## config.mk

```make
export PLATFORM = sky130hd
export DESIGN_NAME = fp_accum
export DESIGN_NICKNAME = d
export VERILOG_FILES = /design/src/rtl/fp_accum.sv
export SDC_FILE = /design/constraint.sdc
export NUM_CORES = 1
export LEC_CHECK = 0
export ABC_AREA = 1
export BUFFER_PORTS_ARGS = -buffer_cell sky130_fd_sc_hd__buf_2
export CORE_MARGIN = 5
export CORE_UTILIZATION = 38
export DETAILED_ROUTE_END_ITERATION = 7
export GPL_TIMING_DRIVEN = 0
export PLACE_DENSITY = 0.58
export SETUP_SLACK_MARGIN = 0.02
export SLEW_MARGIN = 30
export SYNTH_ARGS = -nofsm -noshare
export SYNTH_HDL_FRONTEND = slang
export SYNTH_SLANG_ARGS = --single-unit
export TNS_END_PERCENT = 30
```

## constraint.sdc

```tcl
create_clock -name clk -period 7.4 [get_ports clk]
set_input_delay 0.37 -clock clk [delete_from_list [all_inputs] [get_ports clk]]
set_output_delay 0.37 -clock clk [all_outputs]
set_load 0.01 [all_outputs]
```

## src/rtl/fp_accum.sv

```systemverilog
`default_nettype none
// ============================================================================
// fp_accum : FP32 running-sum accumulator for multiplier products. Each term
//            takes three cycles: align, add, normalise (truncating).
// Revision : 1.0
// ============================================================================
module fp_accum #(
   parameter int CNT_W = 8
) (
   input  logic             clk,
   input  logic             rst,
   input  logic             clear,
   input  logic             in_valid,
   input  logic [31:0]      in_data,
   input  logic             in_last,
   output logic             in_ready,
   output logic             sum_valid,
   output logic [31:0]      sum,
   output logic [31:0]      acc,
   output logic [CNT_W-1:0] term_cnt
);

   typedef enum logic [1:0] {
      ST_IDLE  = 2'd0,
      ST_ALIGN = 2'd1,
      ST_ADD   = 2'd2,
      ST_NORM  = 2'd3
   } state_t;

   state_t           state_q,     state_d;
   logic [31:0]      term_q,      term_d;
   logic             last_q,      last_d;
   logic [31:0]      acc_q,       acc_d;
   logic [31:0]      sum_q,       sum_d;
   logic             sum_valid_q, sum_valid_d;
   logic [CNT_W-1:0] cnt_q,       cnt_d;
   logic             sign_a_q,    sign_a_d;
   logic             sign_b_q,    sign_b_d;
   logic [7:0]       exp_a_q,     exp_a_d;
   logic [26:0]      man_a_q,     man_a_d;
   logic [26:0]      man_b_q,     man_b_d;
   logic [27:0]      add_q,       add_d;

   logic [7:0]       exp_x, exp_y;
   logic [23:0]      man_x, man_y;
   logic             al_sign_a, al_sign_b;
   logic [7:0]       al_exp_a, al_exp_b, al_shift;
   logic [23:0]      al_man_a, al_man_b;
   logic [26:0]      al_man_b_sh;

   logic [4:0]       lzc;
   logic [26:0]      norm_man;
   logic signed [9:0] norm_exp;
   logic [31:0]      result;
   logic             unused_bits;

   // Align: operand A (larger magnitude) keeps its exponent, B is shifted down.
   always_comb begin : p_align
      exp_x = acc_q[30:23];
      exp_y = term_q[30:23];
      man_x = (exp_x != 8'd0) ? {1'b1, acc_q[22:0]}  : 24'd0;
      man_y = (exp_y != 8'd0) ? {1'b1, term_q[22:0]} : 24'd0;
      if ({exp_x, man_x} >= {exp_y, man_y}) begin
         al_sign_a = acc_q[31];
         al_sign_b = term_q[31];
         al_exp_a  = exp_x;
         al_exp_b  = exp_y;
         al_man_a  = man_x;
         al_man_b  = man_y;
      end else begin
         al_sign_a = term_q[31];
         al_sign_b = acc_q[31];
         al_exp_a  = exp_y;
         al_exp_b  = exp_x;
         al_man_a  = man_y;
         al_man_b  = man_x;
      end
      al_shift    = al_exp_a - al_exp_b;
      al_man_b_sh = (al_shift >= 8'd27) ? 27'd0 : ({al_man_b, 3'b000} >> al_shift);
   end

   always_comb begin : p_norm
      lzc = 5'd0;
      for (int i = 0; i < 27; i++) begin
         if (add_q[i]) lzc = 5'(26 - i);
      end
      if (add_q[27]) begin
         norm_man = add_q[27:1];
         norm_exp = $signed({2'b00, exp_a_q}) + 10'sd1;
      end else begin
         norm_man = add_q[26:0] << lzc;
         norm_exp = $signed({2'b00, exp_a_q}) - $signed({5'd0, lzc});
      end
      if (add_q == 28'd0) begin
         result = 32'd0;
      end else if (norm_exp >= 10'sd255) begin
         result = {sign_a_q, 8'hFF, 23'd0};
      end else if (norm_exp <= 10'sd0) begin
         result = 32'd0;
      end else begin
         result = {sign_a_q, norm_exp[7:0], norm_man[25:3]};
      end
   end

   assign unused_bits = ^{norm_man[26], norm_man[2:0]};

   always_comb begin : p_next
      state_d     = state_q;
      term_d      = term_q;
      last_d      = last_q;
      acc_d       = acc_q;
      sum_d       = sum_q;
      sum_valid_d = 1'b0;
      cnt_d       = cnt_q;
      sign_a_d    = sign_a_q;
      sign_b_d    = sign_b_q;
      exp_a_d     = exp_a_q;
      man_a_d     = man_a_q;
      man_b_d     = man_b_q;
      add_d       = add_q;
      unique case (state_q)
         ST_IDLE: begin
            if (in_valid) begin
               state_d = ST_ALIGN;
               term_d  = in_data;
               last_d  = in_last;
               // Clearing with a term starts a fresh group: the add sees A = 0.
               if (clear) begin
                  acc_d = 32'd0;
                  cnt_d = CNT_W'(1);
               end else begin
                  cnt_d = cnt_q + CNT_W'(1);
               end
            end else if (clear) begin
               acc_d = 32'd0;
               cnt_d = '0;
            end
         end
         ST_ALIGN: begin
            state_d  = ST_ADD;
            sign_a_d = al_sign_a;
            sign_b_d = al_sign_b;
            exp_a_d  = al_exp_a;
            man_a_d  = {al_man_a, 3'b000};
            man_b_d  = al_man_b_sh;
         end
         ST_ADD: begin
            state_d = ST_NORM;
            if (sign_a_q == sign_b_q) begin
               add_d = {1'b0, man_a_q} + {1'b0, man_b_q};
            end else begin
               add_d = {1'b0, man_a_q} - {1'b0, man_b_q};
            end
         end
         ST_NORM: begin
            state_d = ST_IDLE;
            if (last_q) begin
               sum_d       = result;
               sum_valid_d = 1'b1;
               acc_d       = 32'd0;
               cnt_d       = '0;
            end else begin
               acc_d = result;
            end
         end
         default: state_d = ST_IDLE;
      endcase
   end

   always_ff @(posedge clk) begin
      if (rst) begin
         state_q     <= ST_IDLE;
         term_q      <= 32'd0;
         last_q      <= 1'b0;
         acc_q       <= 32'd0;
         sum_q       <= 32'd0;
         sum_valid_q <= 1'b0;
         cnt_q       <= '0;
         sign_a_q    <= 1'b0;
         sign_b_q    <= 1'b0;
         exp_a_q     <= 8'd0;
         man_a_q     <= 27'd0;
         man_b_q     <= 27'd0;
         add_q       <= 28'd0;
      end else begin
         state_q     <= state_d;
         term_q      <= term_d;
         last_q      <= last_d;
         acc_q       <= acc_d;
         sum_q       <= sum_d;
         sum_valid_q <= sum_valid_d;
         cnt_q       <= cnt_d;
         sign_a_q    <= sign_a_d;
         sign_b_q    <= sign_b_d;
         exp_a_q     <= exp_a_d;
         man_a_q     <= man_a_d;
         man_b_q     <= man_b_d;
         add_q       <= add_d;
      end
   end

   assign in_ready  = (state_q == ST_IDLE);
   assign sum_valid = sum_valid_q;
   assign sum       = sum_q;
   assign acc       = acc_q;
   assign term_cnt  = cnt_q;

endmodule
`default_nettype wire
```

==> summary.md, run 1 <==
| Metric | Value |
|---|---|
| Status | completed |
| Post-CTS setup buffer count | 0 |
| Final hold vios | 0 |
| Initial antenna violation count | 1 |
| RR Startpoint | add_q[0] |
| Syn nets | between 2000 and 2500 |
| Synth Warn # | 0 |
| Io pins | roughly 110 |
| Synth area leaders | dfxtp_1 27%, nand2_1 13%, nand3_1 11% |
| Synth Area in XOR/XNOR | 0.0196 |
| Post_cts resized | 0 |
| RePlAce Congestion | 0.995 |
| Post-synth EDFFs | 0 |
| Final Skew | 0.0166 ns |
| CTS tree | done |
| Rel. slew slack | 0.300 |
| Sink Count | approximately 200 |
| Critical setup path kind | reg -> reg |
| Synth Area in Adders | 0.0814 |
| Yosys top cell area share | 0.267 |
| Fill cells | 4265 |
| Die height | 207 microns |
| Antenna cells | 0 |
| Crit path max-delay cell type | nor3_1 |
| Slew Viols, Final | 0 |
| Via count of the first global-routing pass | 15700 |
| DR WL/cell | ~21 microns |
| Post-DP HPWL | 51200 microns |
| Clock transition at path regs | 0.09 ns |
| Post-Syn Area | 14800 sq um |
| Post-layout minimum cycle time | 6.08 ns |
| Area growth syn-to-layout | 12.3% |
| Placed insts | 2986 |
| Crit path required time | 7.80 ns |
| Worst Hold Path Cells | 3 |
| Cell count after synthesis | approximately 2400 |
| Worst-margin pin slew | 1.02 ns |
| Setup violators final | 0 |
| Worst path max stage delay | about 0.60 ns |
| Sequential area share after synthesis | 0.267 |
| Post-synthesis register bit count | 197 |
| First-pass GRT wire length | between 90000 and 100000 microns |
| Yosys top cell by area | dfxtp_1 |
| Critical hold path startpoint | in_data[10] |
| Cell mode on critical path | nand2_1 |
| Routed via count | 16800 |
| Ys async rst share | 0 |
| Fin nets | between 2000 and 3000 |
| Initial core utilization | 0.383 |
| Total Wirelength | 62600 microns |
| DRT Pass-1 Iters | 6 |
| Final non-filler cell total | 3018 |
| Largest net degree at the start of global routing | 23 |
| Fmax | 165 MHz |
| DRC Markers | 0 |
| Remaining Overflow, GRT | 0 |
| Critical Path Source | add_q[0] |
| Critical Path Fanout Max | 11 |
| Largest family of logic cells by synthesized area | simple AND/OR/NAND/NOR gates |
| Core ar. | 38600 sq um |
| RSZ-0062 raised after global routing | false |
| Synth Area in Simple Gates | 0.318 |
| Reg2Reg Depth | 34 |
| Most numerous cell in the Yosys netlist | nand2_1 |
| Tot GR Track Use | 0.279 |
| Compound-cell area share of the yosys netlist | 0.208 |
| Startpoint Class | flop |
| CTS max path bufs | 2 |
| Ratio of cells with drive above 1 in the final layout | 0.0764 |
| # hold bufs at CTS | 0 |
| Mux share of post-synthesis cell area | 0.000677 |
| Worst setup EP type | flop |
| Synth cell types | 55 |
| Max_cap viols | 0 |
| Vias per inst | 5.57 |
| Die area | 42900 sq um |
| Main synth FF type | dfxtp_1 |
| Total CTS buffers | 17 |
| WP data arrival | 6.48 ns |
| Clk Latency, worst-skew pair | 0.47 ns |
| Multi-input gate area | 9280 sq um |
| Iteration-0 DRC Markers | 1527 |
| Avg Cell Area, Syn | 6.27 sq um |
| Worst hold path type | in -> reg |
| Final setup TNS | 0 ns |
| Row cnt | 72 |
| Buffers on Ports | 110 |
| Die Width | 207 microns |
| Clock root cell | clkbuf_16 |
| FF/Latch Area | slightly below 4000 sq um |
| Routed Antenna Nets | 0 |
| Post-synth top cells | 517 x nand2_1, 328 x nand3_1, 268 x a21oi_1 |
| Period utilization | 0.821 |
| Htree depth | 4 |
## per-layer routing
| metal | up-vias | wire [microns] | part of all wire | global-route usage |
|---|---|---|---|---|
| met1 | 7904 | 27800 | 0.44 | 0.372 |
| met2 | 590 | 29400 | 0.47 | 0.472 |
| li1 | 8214 | - | - | - |
| met3 | 109 | 3270 | 0.052 | 0.0333 |
| met4 | 0 | 2140 | 0.034 | 0.0901 |
| met5 | - | 0 | 0 | 0 |
## critical path, delay by kind of cell (launching register included)
family / cells / cell delay (ns)
and+or+nand+nor: 21 / 2.59
AOI/OAI and AO/OA: 6 / 1.15
buffers and inverters: 5 / 1.14
DFF: 1 / 0.47
adders and majority gates: 1 / 0.39
xor gates and xnor gates: 1 / 0.27
## flip-flops by register name, summed over array words and instances (netlist names)
name       count
acc           32
sum           32
term_q        32
add_q         28
man_b_q       27
man_a_q       24
exp_a_q        8
term_cnt       8
state_q        2
last_q         1
sign_a_q       1
sign_b_q       1
sum_valid      1
## final cells by class
cell class,instances,area share
plain buffers,141,0.0354
multi-input cells,1764,0.559
well taps,518,0.0390
clock inverters,15,0.0119
repair buffers,110,0.0332
inverters,256,0.0582
flip-flops and latches,197,0.238
clock buffers,17,0.0256
## cell usage in the layout, fill, tap and decap left out, types with 13 or more instances in the layout
cell type | synthesis | routed
nand4_1 | 45 | 45
o21ai_0 | 185 | 185
clkbuf_1 | 108 | 108
buf_2 | 14 | 124
nand3_1 | 328 | 328
o22ai_1 | 15 | 15
a21oi_1 | 268 | 268
nor3_1 | 14 | 14
inv_1 | 248 | 248
ha_1 | 93 | 93
nor2_1 | 133 | 133
o211ai_1 | 38 | 38
xor2_1 | 27 | 27
clkbuf_16 | 0 | 17
dfxtp_1 | 197 | 197
nand2_1 | 517 | 517
buf_1 | 13 | 13
## metrics by stage
stage                     area (sq um)  utilization  hold WS (ns)  setup slack [ns]
after floorplan                  14800            -         0.445              2.93
after global placement           16000        0.414         0.456              1.57
after detailed placement         16000        0.414         0.459              1.60
after CTS                        16600        0.431         0.126              1.57
after global routing             16600        0.431         0.156             0.873
final                            16600        0.431         0.140              1.32
## final timing paths
check,endpoint,slack [ns]
worst max-delay path,acc[18],1.32
worst min-delay path,term_q[10],0.14
worst max register to register,acc[18],1.32
worst min register to register,man_b_q[0],0.47
## kinds of logic after synthesis
kind of cell	count (synthesis)
xor gates and xnor gates	33
adders and majority gates	95
muxes	1
and+or+nand+nor	1070
DFF	197
buffers and inverters	397
AOI/OAI and AO/OA	565
Power of run 1 is left out: the tool's default activity adds up to more than one toggle a clock period on the data nets, which glitch-free logic cannot reach.
==> inputs of run 2 (changes only) <==
- ABC_AREA: 1 -> 0
- clock period: 7.4 -> 6.35 ns (I/O delays scaled with it)
==> run 2 against run 1 <==
Hold slack got worse by 0.10 ns. Largest cell class unchanged. Setup slack got worse by 1.0 ns. Cell area is 2.4% higher. Clock-buffer cell count is 1 higher. Wire length shrank 5.5%. Final cell count decreased by 13%.
==> summary.md, run 2 <==
| Metric | Value |
|---|---|
| Post-DP HPWL | 47700 microns (was 51200 microns) |
| Core ar. | 38800 sq um (was 38600 sq um) |
| RSZ-0062 raised after global routing | false (unchanged) |
| Tot GR Track Use | 0.262 (was 0.279) |
| Synth area leaders | dfxtp_1 26%, mux2i_1 8.8%, ha_1 7.8% (was dfxtp_1 27%, nand2_1 13%, nand3_1 11%) |
| Post-synth top cells | 242 x nand2_1, 240 x nor2_1, 197 x dfxtp_1 (was 517 x nand2_1, 328 x nand3_1, 268 x a21oi_1) |
| Post-layout minimum cycle time | 6.05 ns (was 6.08 ns) |
| Crit path required time | 6.71 ns (was 7.80 ns) |
| Synth cell types | 90 (was 55) |
| Main synth FF type | dfxtp_1 (unchanged) |
| Critical Path Source | term_q[27] (was add_q[0]) |
| Worst path max stage delay | 0.55 ns (was 0.60 ns) |
| Post-synth EDFFs | 0 (unchanged) |
| Worst hold path type | in -> reg (unchanged) |
| Iteration-0 DRC Markers | 1357 (was 1527) |
| Most frequent cells in the layout | 241 x nand2_1, 239 x nor2_1, 188 x dfxtp_1, 130 x a21oi_1, 128 x mux2i_1 (was 517 x nand2_1, 328 x nand3_1, 268 x a21oi_1, 248 x inv_1, 197 x dfxtp_1) |
| Peak supply drop | 345 uV |
| Fill cells | 4071 (was 4265) |
| Fmax | 165 MHz (about the same) |
| Fin nets | 2215 (was 2619) |
| CTS max path bufs | 2 (unchanged) |
| Sequential area share after synthesis | 0.264 (was 0.267) |
| Avg Cell Area, Syn | 7.66 sq um (was 6.27 sq um) |
| WP data arrival | 6.41 ns (was 6.48 ns) |
| Most numerous cell in the Yosys netlist | nand2_1 (unchanged) |
| Post-synthesis register bit count | 197 (unchanged) |
| RR Startpoint | term_q[27] (was add_q[0]) |
| Synth Warn # | 0 (unchanged) |
| Final setup TNS | 0 ns (unchanged) |
| Sink Count | 197 (unchanged) |
| Die Width | 208 microns (was 207 microns) |
| Critical Path Fanout Max | 19 (was 11) |
| Routed Antenna Nets | 0 (unchanged) |
| Critical hold path startpoint | rst (was in_data[10]) |
| Final hold vios | 0 (unchanged) |
| Overall power | 11.0 mW |
| Max_cap viols | 0 (unchanged) |
| First-pass GRT wire length | 89000 microns (was 94400 microns) |
| Initial core utilization | 0.385 (was 0.383) |
| Area growth syn-to-layout | 13.7% (was 12.3%) |
| Worst-margin pin slew | 1.02 ns (about the same) |
| Leakage | 7.32 nW |
| Yosys top cell by area | dfxtp_1 (unchanged) |
| Post-Syn Area | 14900 sq um (was 14800 sq um) |
| Synth Area in XOR/XNOR | 0.0240 (was 0.0196) |
| Startpoint Class | flop (unchanged) |
| Routed via count | 15400 (was 16800) |
| Ratio of cells with drive above 1 in the final layout | 0.119 (was 0.0764) |
| DRC Markers | 0 (unchanged) |
| Cell area power density | 646 nW/um^2 |
| Period utilization | 0.952 (was 0.821) |
| Htree depth | 4 (unchanged) |
| Top delay family on crit path | compound AO/OA/AOI/OAI gates (was simple AND/OR/NAND/NOR gates) |
| Die area | 43400 sq um (was 42900 sq um) |
| Final core occ | 0.438 (was 0.431) |
| Vias per inst | 5.90 (was 5.57) |
| Setup violators final | 0 (unchanged) |
| Ys async rst share | 0 (unchanged) |
| Largest net degree at the start of global routing | 21 (was 23) |
| DRT Pass-1 Iters | 6 (unchanged) |
| Synth Area in Simple Gates | 0.196 (was 0.318) |
| Synth Area in Adders | 0.0805 (was 0.0814) |
| CTS tree | done (unchanged) |
| Clk Latency, worst-skew pair | 0.47 ns (about the same) |
| Largest family of logic cells by synthesized area | compound AO/OA/AOI/OAI gates (was simple AND/OR/NAND/NOR gates) |
| Mux share of post-synthesis cell area | 0.111 (was 0.000677) |
| Io pins | 111 (unchanged) |
| Antenna cells | 0 (unchanged) |
| Yosys top cell area share | 0.264 (was 0.267) |
| Final Skew | 0.0215 ns (was 0.0166 ns) |
| Worst hold margin | 0.0395 ns (was 0.140 ns) |
| Total Wirelength | 59100 microns (was 62600 microns) |
| Clock transition at path regs | 0.08 ns (was 0.09 ns) |
| Via count of the first global-routing pass | 14500 (was 15700) |
| RePlAce Congestion | 0.961 (was 0.995) |
| Crit path buf inv count | 8 (was 5) |
| Compound-cell area share of the yosys netlist | 0.259 (was 0.208) |
| Total CTS buffers | 17 (unchanged) |
| Syn nets | 2084 (was 2490) |
| Crit path max-delay cell type | mux4_2 (was nor3_1) |
| Worst setup EP type | flop (unchanged) |
| Critical setup path kind | reg -> reg (unchanged) |
| Cell count after synthesis | 1952 (was 2358) |
| Row cnt | 72 (unchanged) |
| Buffers on Ports | 110 (unchanged) |
| Remaining Overflow, GRT | 0 (unchanged) |
| # hold bufs at CTS | 0 (unchanged) |
| DR WL/cell | 22.6 microns (was 20.7 microns) |
| Initial antenna violation count | 0 (was 1) |
| Status | completed (unchanged) |
| Slew Viols, Final | 0 (unchanged) |
| Commonest non-fill, non-tap cell in the layout | nand2_1 (unchanged) |
| Rel. slew slack | 0.318 (was 0.300) |
| Clock root cell | clkbuf_16 (unchanged) |
| Die height | 208 microns (was 207 microns) |
## run 2: changes by cell type after synthesis, sizes merged, moves of 67 or more
cell	change
nand3	-308
nand2	-283
a21oi	-136
inv	-134
mux2i	+130
nor2	+106
o21ai	-101
a211oi	+67
## run 2: metal layers
| layer | track usage | part of all wire | vias to the layer above |
|---|---|---|---|
| met3 | 0.0529 | 0.072 | 107 |
| li1 | - | - | 7287 |
| met4 | 0.0990 | 0.037 | 0 |
| met1 | 0.336 | 0.42 | 7414 |
| met2 | 0.435 | 0.47 | 610 |
| met5 | 0 | 0 | - |
## run 2: through the flow
stage	area, sq um	std cells	setup slack [ns]
CTS	16900	2614	0.0375
finish	17000	2614	0.302
global placement	16100	2580	-1.84
floorplan	14900	1952	0.0410
global route	17000	2614	0.0274
detailed placement	16100	2580	-1.72
## run 2: path summary, 6_finish.rpt
| path | endpoint | cells past startpoint | slack (ns) |
|---|---|---|---|
| setup reg to reg | man_b_q[0] | 26 | 0.30 |
| hold reg to reg | sum[8] | 2 | 0.45 |
| setup / recovery | man_b_q[0] | 26 | 0.30 |
| hold / removal | sum_valid | 2 | 0.04 |
## run 2: cell families after synthesis
logic type / after synthesis
compound gates: 565
mux: 149
buf+inv: 249
xor+xnor: 41
fa+ha+maj: 95
flops: 197
simple gates: 656
## run 2: layout make-up
type | instances | area, sq um | share of cell area
clock buffers | 18 | 439 | 0.0258
flip-flops and latches | 197 | 3960 | 0.233
repair buffers | 115 | 588 | 0.0346
plain buffers | 123 | 587 | 0.0345
inverters | 123 | 462 | 0.0272
multi-input cells | 1506 | 10200 | 0.597
well taps | 518 | 648 | 0.0381
clock inverters | 14 | 161 | 0.00949
## run 2: where the power goes
group	internal [mW]	switching, mW
clock	0.537	0.572
sequential	1.45	0.319
combinational	2.73	5.37
total	4.72	6.26
## run 2: repair_timing
item	CTS	global route
setup buffers	3	2
endpoints found under the setup margin	35	48
pin swaps	4	2
resized for setup	32	42
(Power assumes the default switching activity.)
==> inputs of run 3 (changes only) <==
- CTS_BUF_LIST: unset -> sky130_fd_sc_hd__clkbuf_4 sky130_fd_sc_hd__clkbuf_8 sky130_fd_sc_hd__clkbuf_16
- RECOVER_POWER: unset -> 50
==> run 3 against run 2 <==
Clock skew decreased by 0.0017 ns. Wire length decreased by 0.17%. Non-clock buffer count unchanged. Critical path depth decreased by 1.
==> summary.md, run 3 (synthesis results as in run 2) <==
| Metric | Value |
|---|---|
| Critical Path Fanout Max | 19 (unchanged) |
| Worst hold path type | in -> reg (unchanged) |
| Io pins | 111 (unchanged) |
| Total Wirelength | 59000 microns (was 59100 microns) |
| Tot GR Track Use | 0.262 (unchanged) |
| Die Width | 208 microns (unchanged) |
| Ratio of cells with drive above 1 in the final layout | 0.0840 (was 0.119) |
| Worst-margin pin slew | 1.28 ns (was 1.02 ns) |
| Total CTS buffers | 17 (unchanged) |
| DRC Markers | 0 (unchanged) |
| Multi-input gate area | 10200 sq um (unchanged) |
| Fill cells | 4109 (was 4071) |
| Rel. slew slack | 0.148 (was 0.318) |
| Worst setup EP type | flop (unchanged) |
| CTS tree | done (unchanged) |
| DRT Pass-1 Iters | 6 (unchanged) |
| Initial antenna violation count | 0 (unchanged) |
| Final setup margin | 0.308 ns (was 0.302 ns) |
| Status | completed (unchanged) |
| Pre-CTS WS | -1.72 ns (unchanged) |
| Vias per inst | 5.87 (was 5.90) |
| Antenna cells | 0 (unchanged) |
| Critical setup path kind | reg -> reg (unchanged) |
| Initial core utilization | 0.385 (unchanged) |
| Clock transition at path regs | 0.08 ns (about the same) |
| Post-DP HPWL | 47700 microns (unchanged) |
| Largest net degree at the start of global routing | 21 (unchanged) |
| Most frequent cells in the layout | 241 x nand2_1, 239 x nor2_1, 192 x dfxtp_1, 156 x clkbuf_1, 130 x a21oi_1 (was 241 x nand2_1, 239 x nor2_1, 188 x dfxtp_1, 130 x a21oi_1, 128 x mux2i_1) |
| WP data arrival | 6.40 ns (was 6.41 ns) |
| Leakage | 7.01 nW (was 7.32 nW) |
| Final setup TNS | 0 ns (unchanged) |
| Buffers on Ports | 110 (unchanged) |
| Max_cap viols | 0 (unchanged) |
| Peak supply drop | 347 uV (was 345 uV) |
| Iteration-0 DRC Markers | 1495 (was 1357) |
| First-pass GRT wire length | 89000 microns (unchanged) |
| DR WL/cell | 22.6 microns (about the same) |
| Core ar. | 38800 sq um (unchanged) |
| Routed Antenna Nets | 0 (unchanged) |
| Routed via count | 15400 (about the same) |
| Clk Latency, worst-skew pair | 0.47 ns (about the same) |
| Die area | 43400 sq um (unchanged) |
| Via count of the first global-routing pass | 14500 (unchanged) |
| Worst hold margin | 0.0701 ns (was 0.0395 ns) |
| Post-layout minimum cycle time | 6.04 ns (was 6.05 ns) |
| Final hold vios | 0 (unchanged) |
| FF/Latch Area | 3960 sq um (about the same) |
| Setup violators final | 0 (unchanged) |
| CTS max path bufs | 2 (unchanged) |
| RePlAce Congestion | 0.961 (unchanged) |
| # hold bufs at CTS | 0 (unchanged) |
| Die height | 208 microns (unchanged) |
| Fmax | 166 MHz (was 165 MHz) |
| Sink Count | 197 (unchanged) |
| Period utilization | 0.951 (was 0.952) |
| Commonest non-fill, non-tap cell in the layout | nand2_1 (unchanged) |
| Crit path required time | 6.71 ns (about the same) |
| Row cnt | 72 (unchanged) |
| Clock root cell | clkbuf_16 (unchanged) |
| Fin nets | 2215 (unchanged) |
| Cell area power density | 648 nW/um^2 (was 646 nW/um^2) |
| Htree depth | 4 (unchanged) |
| Slew Viols, Final | 0 (unchanged) |
| Final Skew | 0.0198 ns (was 0.0215 ns) |
| Remaining Overflow, GRT | 0 (unchanged) |
| Area growth syn-to-layout | 13.1% (was 13.7%) |
| Startpoint Class | flop (unchanged) |
-- run 3: repair_timing --
action,4_1_cts,5_1_grt
pin swaps,4,2
gates cloned,0,0
setup buffers,3,2
setup endpoints to repair,35,48
resized for setup,32,42
-- run 3: final timing paths --
path / from / end / slack, ns / cells after the start
worst min register to register: term_q[12] / term_q[12] / 0.46 / 2
worst max-delay path: acc[24] / man_b_q[0] / 0.31 / 25
worst max register to register: acc[24] / man_b_q[0] / 0.31 / 25
worst min-delay path: in_data[25] / term_q[25] / 0.07 / 3
-- run 3: layout make-up --
type / instances / area share
Tap cell: 518 / 0.0383
Multi-Input combinational cell: 1506 / 0.601
Timing Repair Buffer: 115 / 0.0297
Sequential cell: 197 / 0.234
Clock inverter: 14 / 0.00955
Inverter: 123 / 0.0273
Clock buffer: 18 / 0.0260
Buffer: 123 / 0.0346
-- run 3: stage by stage --
step	utilization	power (mW)	cells	area (sq um)
6_report	0.435	11.0	2614	16900
3_5_place_dp	0.416	9.52	2580	16100
3_3_place_gp	0.416	9.50	2580	16100
5_1_grt	0.435	11.6	2614	16900
4_1_cts	0.434	10.7	2614	16900
2_1_floorplan	-	7.29	1952	14900
-- run 3: critical path: stages, from the launching register on --
cell      delay [ns]
dfxtp_1         0.44
nor4_2          0.32
nand2_1         0.12
clkbuf_4        0.21
buf_2           0.20
nand2_1         0.12
inv_1           0.05
ha_1            0.32
and4_1          0.24
a221o_1         0.41
a21oi_2         0.22
o21a_1          0.16
buf_6           0.22
buf_8           0.19
buf_12          0.17
clkbuf_8        0.18
a22oi_1         0.08
ha_1            0.33
buf_6           0.16
mux4_2          0.55
mux2i_4         0.19
mux2i_1         0.16
or2_2           0.31
a22oi_2         0.19
a41oi_2         0.17
o32ai_2         0.18
-- run 3: metal layers --
metal	routed length (microns)	share of wire	global-route usage
met1	25000	0.42	0.336
met2	27700	0.47	0.435
met3	4130	0.070	0.0529
met4	2200	0.037	0.0990
met5	0	0	0
-- run 3: where the power goes --
part	internal, mW	switching [mW]	total, mW
logic	2.73	5.35	8.08
registers	1.45	0.319	1.77
clock network	0.537	0.573	1.11
